### config.mk
export PLATFORM = sky130hd
export DESIGN_NAME = note_lane_flat
export DESIGN_NICKNAME = d
export VERILOG_FILES = /design/src/rtl/note_lane_if.sv /design/src/rtl/note_lane.sv /design/src/flat_wrapper.sv
export SDC_FILE = /design/constraint.sdc
export NUM_CORES = 1
export LEC_CHECK = 0
export BUFFER_PORTS_ARGS = -buffer_cell sky130_fd_sc_hd__buf_2
export CAP_MARGIN = 20
export CORE_MARGIN = 4
export CORE_UTILIZATION = 54
export DETAILED_ROUTE_END_ITERATION = 7
export PLACE_DENSITY_LB_ADDON = 0.25
export SETUP_SLACK_MARGIN = 0.15
export SYNTH_ARGS = -nofsm -noshare
export SYNTH_HDL_FRONTEND = slang
export SYNTH_SLANG_ARGS = --single-unit
### constraint.sdc
create_clock -name frame_clk -period 7.9 [get_ports frame_clk]
set_input_delay 1.58 -clock frame_clk [delete_from_list [all_inputs] [get_ports frame_clk]]
set_output_delay 1.58 -clock frame_clk [all_outputs]
set_load 0.02 [all_outputs]
### src/rtl/note_lane_if.sv
// Key inputs and render/score outputs of one note lane.
// Outputs are registered in the lane; the interface itself adds no latency.
// No backpressure: keys are sampled every frame and outputs are always valid.
interface note_lane_if #(
   parameter int NUM_NOTES = 4
);
   logic [7:0]              keycode;
   logic [7:0]              keycode_second;
   logic [9:0]              laneX;
   logic [10*NUM_NOTES-1:0] noteY;
   logic [NUM_NOTES-1:0]    note_active;
   logic                    hit_pulse;
   logic                    miss_pulse;
   logic [7:0]              hit_count;
   logic [7:0]              miss_count;
   logic                    lane_done;

   modport master (
      input  keycode, keycode_second,
      output laneX, noteY, note_active, hit_pulse, miss_pulse,
             hit_count, miss_count, lane_done
   );

   modport slave (
      output keycode, keycode_second,
      input  laneX, noteY, note_active, hit_pulse, miss_pulse,
             hit_count, miss_count, lane_done
   );
endinterface

### src/rtl/note_lane.sv
// Single-lane note dropper: spawns, drops and grades notes on key presses.
// Latency: all outputs registered, a key press is graded one frame after it is seen.
// No backpressure: one update per frame_clk edge, inputs sampled unconditionally.
module note_lane #(
   parameter int           NUM_NOTES   = 4,
   parameter int           FIRST_SPAWN = 1500,
   parameter int           SPAWN_GAP   = 120,
   parameter int           X_POS       = 440,
   parameter int           Y_START     = 100,
   parameter int           NOTE_H      = 40,
   parameter int           HIT_LO      = 340,
   parameter int           Y_MAX       = 400,
   parameter int           SPEED       = 1,
   parameter logic [7:0]   KEY         = 8'h52,
   parameter logic [7:0]   START_KEY   = 8'h2c,
   parameter logic [7:0]   RESTART_KEY = 8'h01
) (
   input  logic         frame_clk,
   input  logic         Reset,
   note_lane_if.master  lane
);
   localparam logic [15:0] LAST_SPAWN = 16'(FIRST_SPAWN + (NUM_NOTES - 1) * SPAWN_GAP);

   typedef enum logic [1:0] {IDLE, RUN, DONE} state_t;

   state_t                      state_q, state_d;
   logic [15:0]                 cnt_q, cnt_d;
   logic [NUM_NOTES-1:0][9:0]   y_q, y_d;
   logic [NUM_NOTES-1:0]        active_q, active_d;
   logic [NUM_NOTES-1:0]        spawned_q, spawned_d;
   logic                        hit_pulse_q, hit_pulse_d;
   logic                        miss_pulse_q, miss_pulse_d;
   logic [7:0]                  hit_cnt_q, hit_cnt_d;
   logic [7:0]                  miss_cnt_q, miss_cnt_d;
   logic                        key_prev_q;

   logic                        key_now;
   logic                        press;
   logic [NUM_NOTES-1:0][9:0]   bottom;
   logic [NUM_NOTES-1:0]        at_miss;
   logic [NUM_NOTES-1:0]        in_win;
   logic                        graded;
   logic [4:0]                  n_miss;
   logic [8:0]                  miss_sum;

   assign key_now = (lane.keycode == KEY) | (lane.keycode_second == KEY);
   assign press   = key_now & ~key_prev_q;

   always_comb begin
      bottom  = '0;
      at_miss = '0;
      in_win  = '0;
      for (int i = 0; i < NUM_NOTES; i++) begin
         bottom[i]  = y_q[i] + 10'(NOTE_H);
         at_miss[i] = active_q[i] && (bottom[i] >= 10'(Y_MAX));
         in_win[i]  = active_q[i] && (bottom[i] >= 10'(HIT_LO)) && (bottom[i] < 10'(Y_MAX));
      end
   end

   always_comb begin
      state_d      = state_q;
      cnt_d        = cnt_q;
      y_d          = y_q;
      active_d     = active_q;
      spawned_d    = spawned_q;
      hit_pulse_d  = 1'b0;
      miss_pulse_d = 1'b0;
      hit_cnt_d    = hit_cnt_q;
      miss_cnt_d   = miss_cnt_q;
      graded       = 1'b0;
      n_miss       = '0;
      miss_sum     = '0;
      case (state_q)
         IDLE: begin
            if (lane.keycode == START_KEY) begin
               state_d    = RUN;
               cnt_d      = '0;
               hit_cnt_d  = '0;
               miss_cnt_d = '0;
               active_d   = '0;
               spawned_d  = '0;
               y_d        = {NUM_NOTES{10'(Y_START)}};
            end
         end
         RUN: begin
            if (cnt_q != LAST_SPAWN) cnt_d = cnt_q + 16'd1;
            // Slot order gives the lowest-index in-window note priority on a press.
            for (int i = 0; i < NUM_NOTES; i++) begin
               if (active_q[i]) begin
                  if (at_miss[i]) begin
                     active_d[i] = 1'b0;
                     n_miss      = n_miss + 5'd1;
                  end else if (press && in_win[i] && !graded) begin
                     active_d[i] = 1'b0;
                     graded      = 1'b1;
                  end else begin
                     y_d[i] = y_q[i] + 10'(SPEED);
                  end
               end else if (!spawned_q[i] && (cnt_q == 16'(FIRST_SPAWN + i * SPAWN_GAP))) begin
                  active_d[i]  = 1'b1;
                  spawned_d[i] = 1'b1;
                  y_d[i]       = 10'(Y_START);
               end
            end
            if (graded) begin
               hit_pulse_d = 1'b1;
               if (hit_cnt_q != 8'hFF) hit_cnt_d = hit_cnt_q + 8'd1;
            end
            if (n_miss != 5'd0) begin
               miss_pulse_d = 1'b1;
               miss_sum     = {1'b0, miss_cnt_q} + {4'b0, n_miss};
               miss_cnt_d   = miss_sum[8] ? 8'hFF : miss_sum[7:0];
            end
            if ((&spawned_q) && !(|active_q)) state_d = DONE;
         end
         DONE: begin
            if (lane.keycode == RESTART_KEY) state_d = IDLE;
         end
         default: state_d = IDLE;
      endcase
   end

   always_ff @(posedge frame_clk) begin
      if (Reset) begin
         state_q      <= IDLE;
         cnt_q        <= '0;
         y_q          <= {NUM_NOTES{10'(Y_START)}};
         active_q     <= '0;
         spawned_q    <= '0;
         hit_pulse_q  <= 1'b0;
         miss_pulse_q <= 1'b0;
         hit_cnt_q    <= '0;
         miss_cnt_q   <= '0;
         key_prev_q   <= 1'b0;
      end else begin
         state_q      <= state_d;
         cnt_q        <= cnt_d;
         y_q          <= y_d;
         active_q     <= active_d;
         spawned_q    <= spawned_d;
         hit_pulse_q  <= hit_pulse_d;
         miss_pulse_q <= miss_pulse_d;
         hit_cnt_q    <= hit_cnt_d;
         miss_cnt_q   <= miss_cnt_d;
         key_prev_q   <= key_now;
      end
   end

   assign lane.laneX       = 10'(X_POS);
   assign lane.noteY       = y_q;
   assign lane.note_active = active_q;
   assign lane.hit_pulse   = hit_pulse_q;
   assign lane.miss_pulse  = miss_pulse_q;
   assign lane.hit_count   = hit_cnt_q;
   assign lane.miss_count  = miss_cnt_q;
   assign lane.lane_done   = (state_q == DONE);
endmodule

### src/flat_wrapper.sv
// flat-port wrapper written by rule: the top's interface ports become plain ports
module note_lane_flat 
#(
   parameter int           NUM_NOTES   = 4,
   parameter int           FIRST_SPAWN = 1500,
   parameter int           SPAWN_GAP   = 120,
   parameter int           X_POS       = 440,
   parameter int           Y_START     = 100,
   parameter int           NOTE_H      = 40,
   parameter int           HIT_LO      = 340,
   parameter int           Y_MAX       = 400,
   parameter int           SPEED       = 1,
   parameter logic [7:0]   KEY         = 8'h52,
   parameter logic [7:0]   START_KEY   = 8'h2c,
   parameter logic [7:0]   RESTART_KEY = 8'h01
)
  (frame_clk, Reset, lane_keycode, lane_keycode_second, lane_laneX, lane_noteY, lane_note_active, lane_hit_pulse, lane_miss_pulse, lane_hit_count, lane_miss_count, lane_lane_done);
  note_lane_if #(.NUM_NOTES(NUM_NOTES)) lane_i ();
  input  logic frame_clk;
  input  logic Reset;
  input wire logic [$bits(lane_i.keycode)-1:0] lane_keycode;
  input wire logic [$bits(lane_i.keycode_second)-1:0] lane_keycode_second;
  output wire logic [$bits(lane_i.laneX)-1:0] lane_laneX;
  output wire logic [$bits(lane_i.noteY)-1:0] lane_noteY;
  output wire logic [$bits(lane_i.note_active)-1:0] lane_note_active;
  output wire logic [$bits(lane_i.hit_pulse)-1:0] lane_hit_pulse;
  output wire logic [$bits(lane_i.miss_pulse)-1:0] lane_miss_pulse;
  output wire logic [$bits(lane_i.hit_count)-1:0] lane_hit_count;
  output wire logic [$bits(lane_i.miss_count)-1:0] lane_miss_count;
  output wire logic [$bits(lane_i.lane_done)-1:0] lane_lane_done;
  assign lane_i.keycode = lane_keycode;
  assign lane_i.keycode_second = lane_keycode_second;
  assign lane_laneX = lane_i.laneX;
  assign lane_noteY = lane_i.noteY;
  assign lane_note_active = lane_i.note_active;
  assign lane_hit_pulse = lane_i.hit_pulse;
  assign lane_miss_pulse = lane_i.miss_pulse;
  assign lane_hit_count = lane_i.hit_count;
  assign lane_miss_count = lane_i.miss_count;
  assign lane_lane_done = lane_i.lane_done;
  note_lane #(.NUM_NOTES(NUM_NOTES), .FIRST_SPAWN(FIRST_SPAWN), .SPAWN_GAP(SPAWN_GAP), .X_POS(X_POS), .Y_START(Y_START), .NOTE_H(NOTE_H), .HIT_LO(HIT_LO), .Y_MAX(Y_MAX), .SPEED(SPEED), .KEY(KEY), .START_KEY(START_KEY), .RESTART_KEY(RESTART_KEY)) u_core (.frame_clk(frame_clk), .Reset(Reset), .lane(lane_i));
endmodule
==> impl_metrics.toml <==
[hold_path]
hp-start = "u_core.lane.noteY[29]$_SDFFE_PP0P_"
hold_class = "reg -> reg"

[layout]
synthToLayoutAreaGrowth_pct = 8.66
nNetsFinal = 814
finish.utilization_pct = 60.9
antenna_cells = 0
drive_gt1_share_pct = 17.8

[global_route]
grt.total_usage_pct = 22.6
top_usage_layer = "met2"
grt_pass1_wl_um = 24200
overflow = 0
use_met2_pct = 37.7
grt_max_degree = 35
grt_pass1_vias = 5102
grt_util_met3_pct = 3.67
met1_usage_pct = 29.9
antenna_found_initial = 0

[floorplan]
core_um2 = 10500
dieArea_um2 = 12600
start_util_pct = 56.1
fp-row-count = 37
die_w_um = 112
die_y_um = 112
io_pins = 91

[synth]
ys_async_sr_fraction_pct = 0
synthMuxAreaShare_pct = 2.67
syn_area_per_cell_um2 = 8.12
ys_seq_elements = 85
synth_most_common_cell = "dfxtp_1"
netlist_top_cells_area = "dfxtp_1, ha_1, nor2_1, nand2_1, xnor2_1"
synth-simple-area-share_pct = 28.2
synth_common_cells = "dfxtp_1, nor2_1, nand2_1"
synth_xor_area_share_pct = 7.30
syn_area_um2 = 5870
yosysWarnings = 0
synth.distinct_cells = 103
synth_cells = 722
yosys.area_share.adder_pct = 4.82
synth_ff_type = "dfxtp_1"
yosysSeqAreaShare_pct = 29.0
synth_top_family_by_area = "simple AND/OR/NAND/NOR gates"
yosysTopAreaCell = "dfxtp_1"
synth_edf_count = 0
synth_top_area_share_pct = 29.0
synth_compound_area_share_pct = 21.1

[timing]
holdWs_ns = 0.474
skew_ns = 0.00658
relSlewSlack_pct = 43.3
finalCritPeriodShare_pct = 61.3
hold_viol = 0
worstMarginPinSlew_ns = 0.850
tns_ns = 0
timing.final.max_slew_violations = 0
max_freq_mhz = 206
rsz0062_at_grt = "no"
fin_crit_ns = 4.84
setup_viol_count_final = 0

[setup_path]
worst-setup-path-type = "reg -> reg"
cpMaxStageDelayCell = "dfxtp_1"
cp_slowest_stage_delay_ns = 0.54
r2r_setup_slack_ns = 3.06
start_kind = "register"
crit_required_ns = 8.21
r2r-start = "u_core.lane.noteY[3]$_SDFFE_PP0P_"
cp_data_arrival_time_ns = 5.15
path_max_fanout = 11
crit_chain = "ha_1 > and4bb_1 > a31o_1 > o41a_1 > nand2b_4 > xor2_4 > ha_1 > inv_1 > mux2i_1 > ha_1 > mux2_4 > inv_1 > fa_1 > inv_1 > a21oi_1 > o21bai_1 > nand3_1 > nor2_1 > o21ai_0 > a21oi_1"
crit_start = "u_core.lane.noteY[3]$_SDFFE_PP0P_"
endpoint_kind = "register"

[clock_network]
cts.sinks = 85
hold_buffers = 0
clock-root-buffer = "clkbuf_8"
cts.path.max_buffers = 2
cts_setup_buffers = 0
cts_tree = "done"
clock_latency_ns = 0.37
path_clk_slew_ns = 0.09
h-tree-depth = 3
cts_resized = 0
cts_inserted_buffers = 9

[drt]
drtAntennaViolNets = 0
via_count = 5444
dr.pass1.iters = 5
avgViaCountPerCell = 5.95
route.detailed.drc = 0
drtIter0Drc = 380
drt-wirelength-per-cell_um = 15.7
wl_um = 14300

[placement]
hpwl_um = 10600
place.gp.congestion = 0.855
port_buffers = 80

[flow_run]
drv_cap = 0

[power]
powerDensity_nw_per_um2 = 117
vdd_ir_drop_max_mv = 0.0925
p_leak_uw = 0.00257

[outcome]
status = "completed"
==> routing by layer <==
layer | routed length, um | vias to the layer above
met1 | 6630 | 2589
met5 | 0 | -
met4 | 175 | 0
li1 | - | 2685
met3 | 710 | 18
met2 | 6820 | 152
==> report_power, final <==
part / internal, uW / switching, uW / total, uW / leakage, uW
sequential: 428 / 0.298 / 429 / 0.000685
combinational: 7.27 / 18.5 / 25.8 / 0.00180
clock: 115 / 176 / 291 / 0.0000820
==> worst max-delay path, delay by kind of cell, from the launching register on <==
kind / cells / cell delay [ns]
AND/OR/NAND/NOR: 4 / 0.86
flip-flops: 1 / 0.54
multiplexers: 2 / 0.24
adder cells (fa/ha/maj): 4 / 1.40
buffers and inverters: 3 / 0.18
AO/OA/AOI/OAI: 6 / 1.27
XOR/XNOR: 1 / 0.27
==> cells by family after synthesis <==
| family | Yosys count |
|---|---|
| AOI/OAI and AO/OA | 171 |
| DFF | 85 |
| xor gates and xnor gates | 45 |
| buffers and inverters | 82 |
| adders and majority gates | 22 |
| and+or+nand+nor | 300 |
| muxes | 15 |
| other | 2 |
==> per-stage QoR <==
stage / instance area, um2 / total power [uW] / cells / worst slack [ns]
3_5_place_dp: 6200 / 464 / 899 / 3.12
4_1_cts: 6370 / 753 / 915 / 3.09
6_report: 6370 / 746 / 915 / 3.06
5_1_grt: 6370 / 770 / 915 / 2.70
2_1_floorplan: 5900 / 460 / 730 / 3.52
3_3_place_gp: 6200 / 464 / 899 / 3.35
==> flip-flops by register name, summed over array words and instances (netlist names) <==
register and cells:
u_core.cnt_q 16, u_core.lane.noteY 40, u_core.spawned_q 4, u_core.lane.hit_count 8, u_core.state_q 2, u_core.key_prev_q 1
u_core.lane.hit_pulse 1, u_core.lane.note_active 4, u_core.lane.miss_count 8, u_core.lane.miss_pulse 1
==> worst paths after layout <==
check                                                               to  cells after the start
worst min register to register      u_core.lane.noteY[29]$_SDFFE_PP0P_                      2
worst max register to register  u_core.lane.miss_count[3]$_SDFFE_PP0P_                     20
worst min-delay path                u_core.lane.noteY[29]$_SDFFE_PP0P_                      2
worst max-delay path            u_core.lane.miss_count[3]$_SDFFE_PP0P_                     20
==> placed cells by master, fill, tap and decap left out, types with 3 or more instances in the layout <==
cell,Yosys,layout
a21o_1,7,7
nand3b_1,5,5
clkinvlp_4,0,3
clkbuf_8,0,9
a31o_2,6,6
and4_1,3,3
dfxtp_1,85,85
a21bo_2,3,3
nor4bb_1,3,3
a31oi_1,13,13
ha_1,21,21
xnor2_1,25,25
o21a_1,3,3
nor4_1,7,7
inv_1,34,34
o21bai_1,4,4
nand2_1,59,59
a22oi_1,3,3
a21oi_1,42,42
nand4b_1,3,3
o22ai_1,3,3
mux2i_1,13,13
nor2_1,70,70
o31ai_1,3,3
conb_1,2,10
o211ai_1,4,4
and2_1,10,10
buf_2,14,80
nand2b_1,18,18
xor2_1,17,17
nand3_1,21,21
nor2b_1,10,10
or3_1,13,13
and3_1,13,13
o21ai_0,32,32
nor3_1,16,16
nand4_1,17,17
nor4b_1,3,3
o2111ai_1,3,3
==> final cells by class <==
cell class / count / area, um2
well taps: 136 / 170
clock buffers: 9 / 124
inverters: 34 / 128
fillers: 977 / 4090
repair buffers: 81 / 408
flip-flops and latches: 85 / 1700
clock inverters: 7 / 50.0
multi-input cells: 563 / 3790
(Power assumes the default switching activity.)
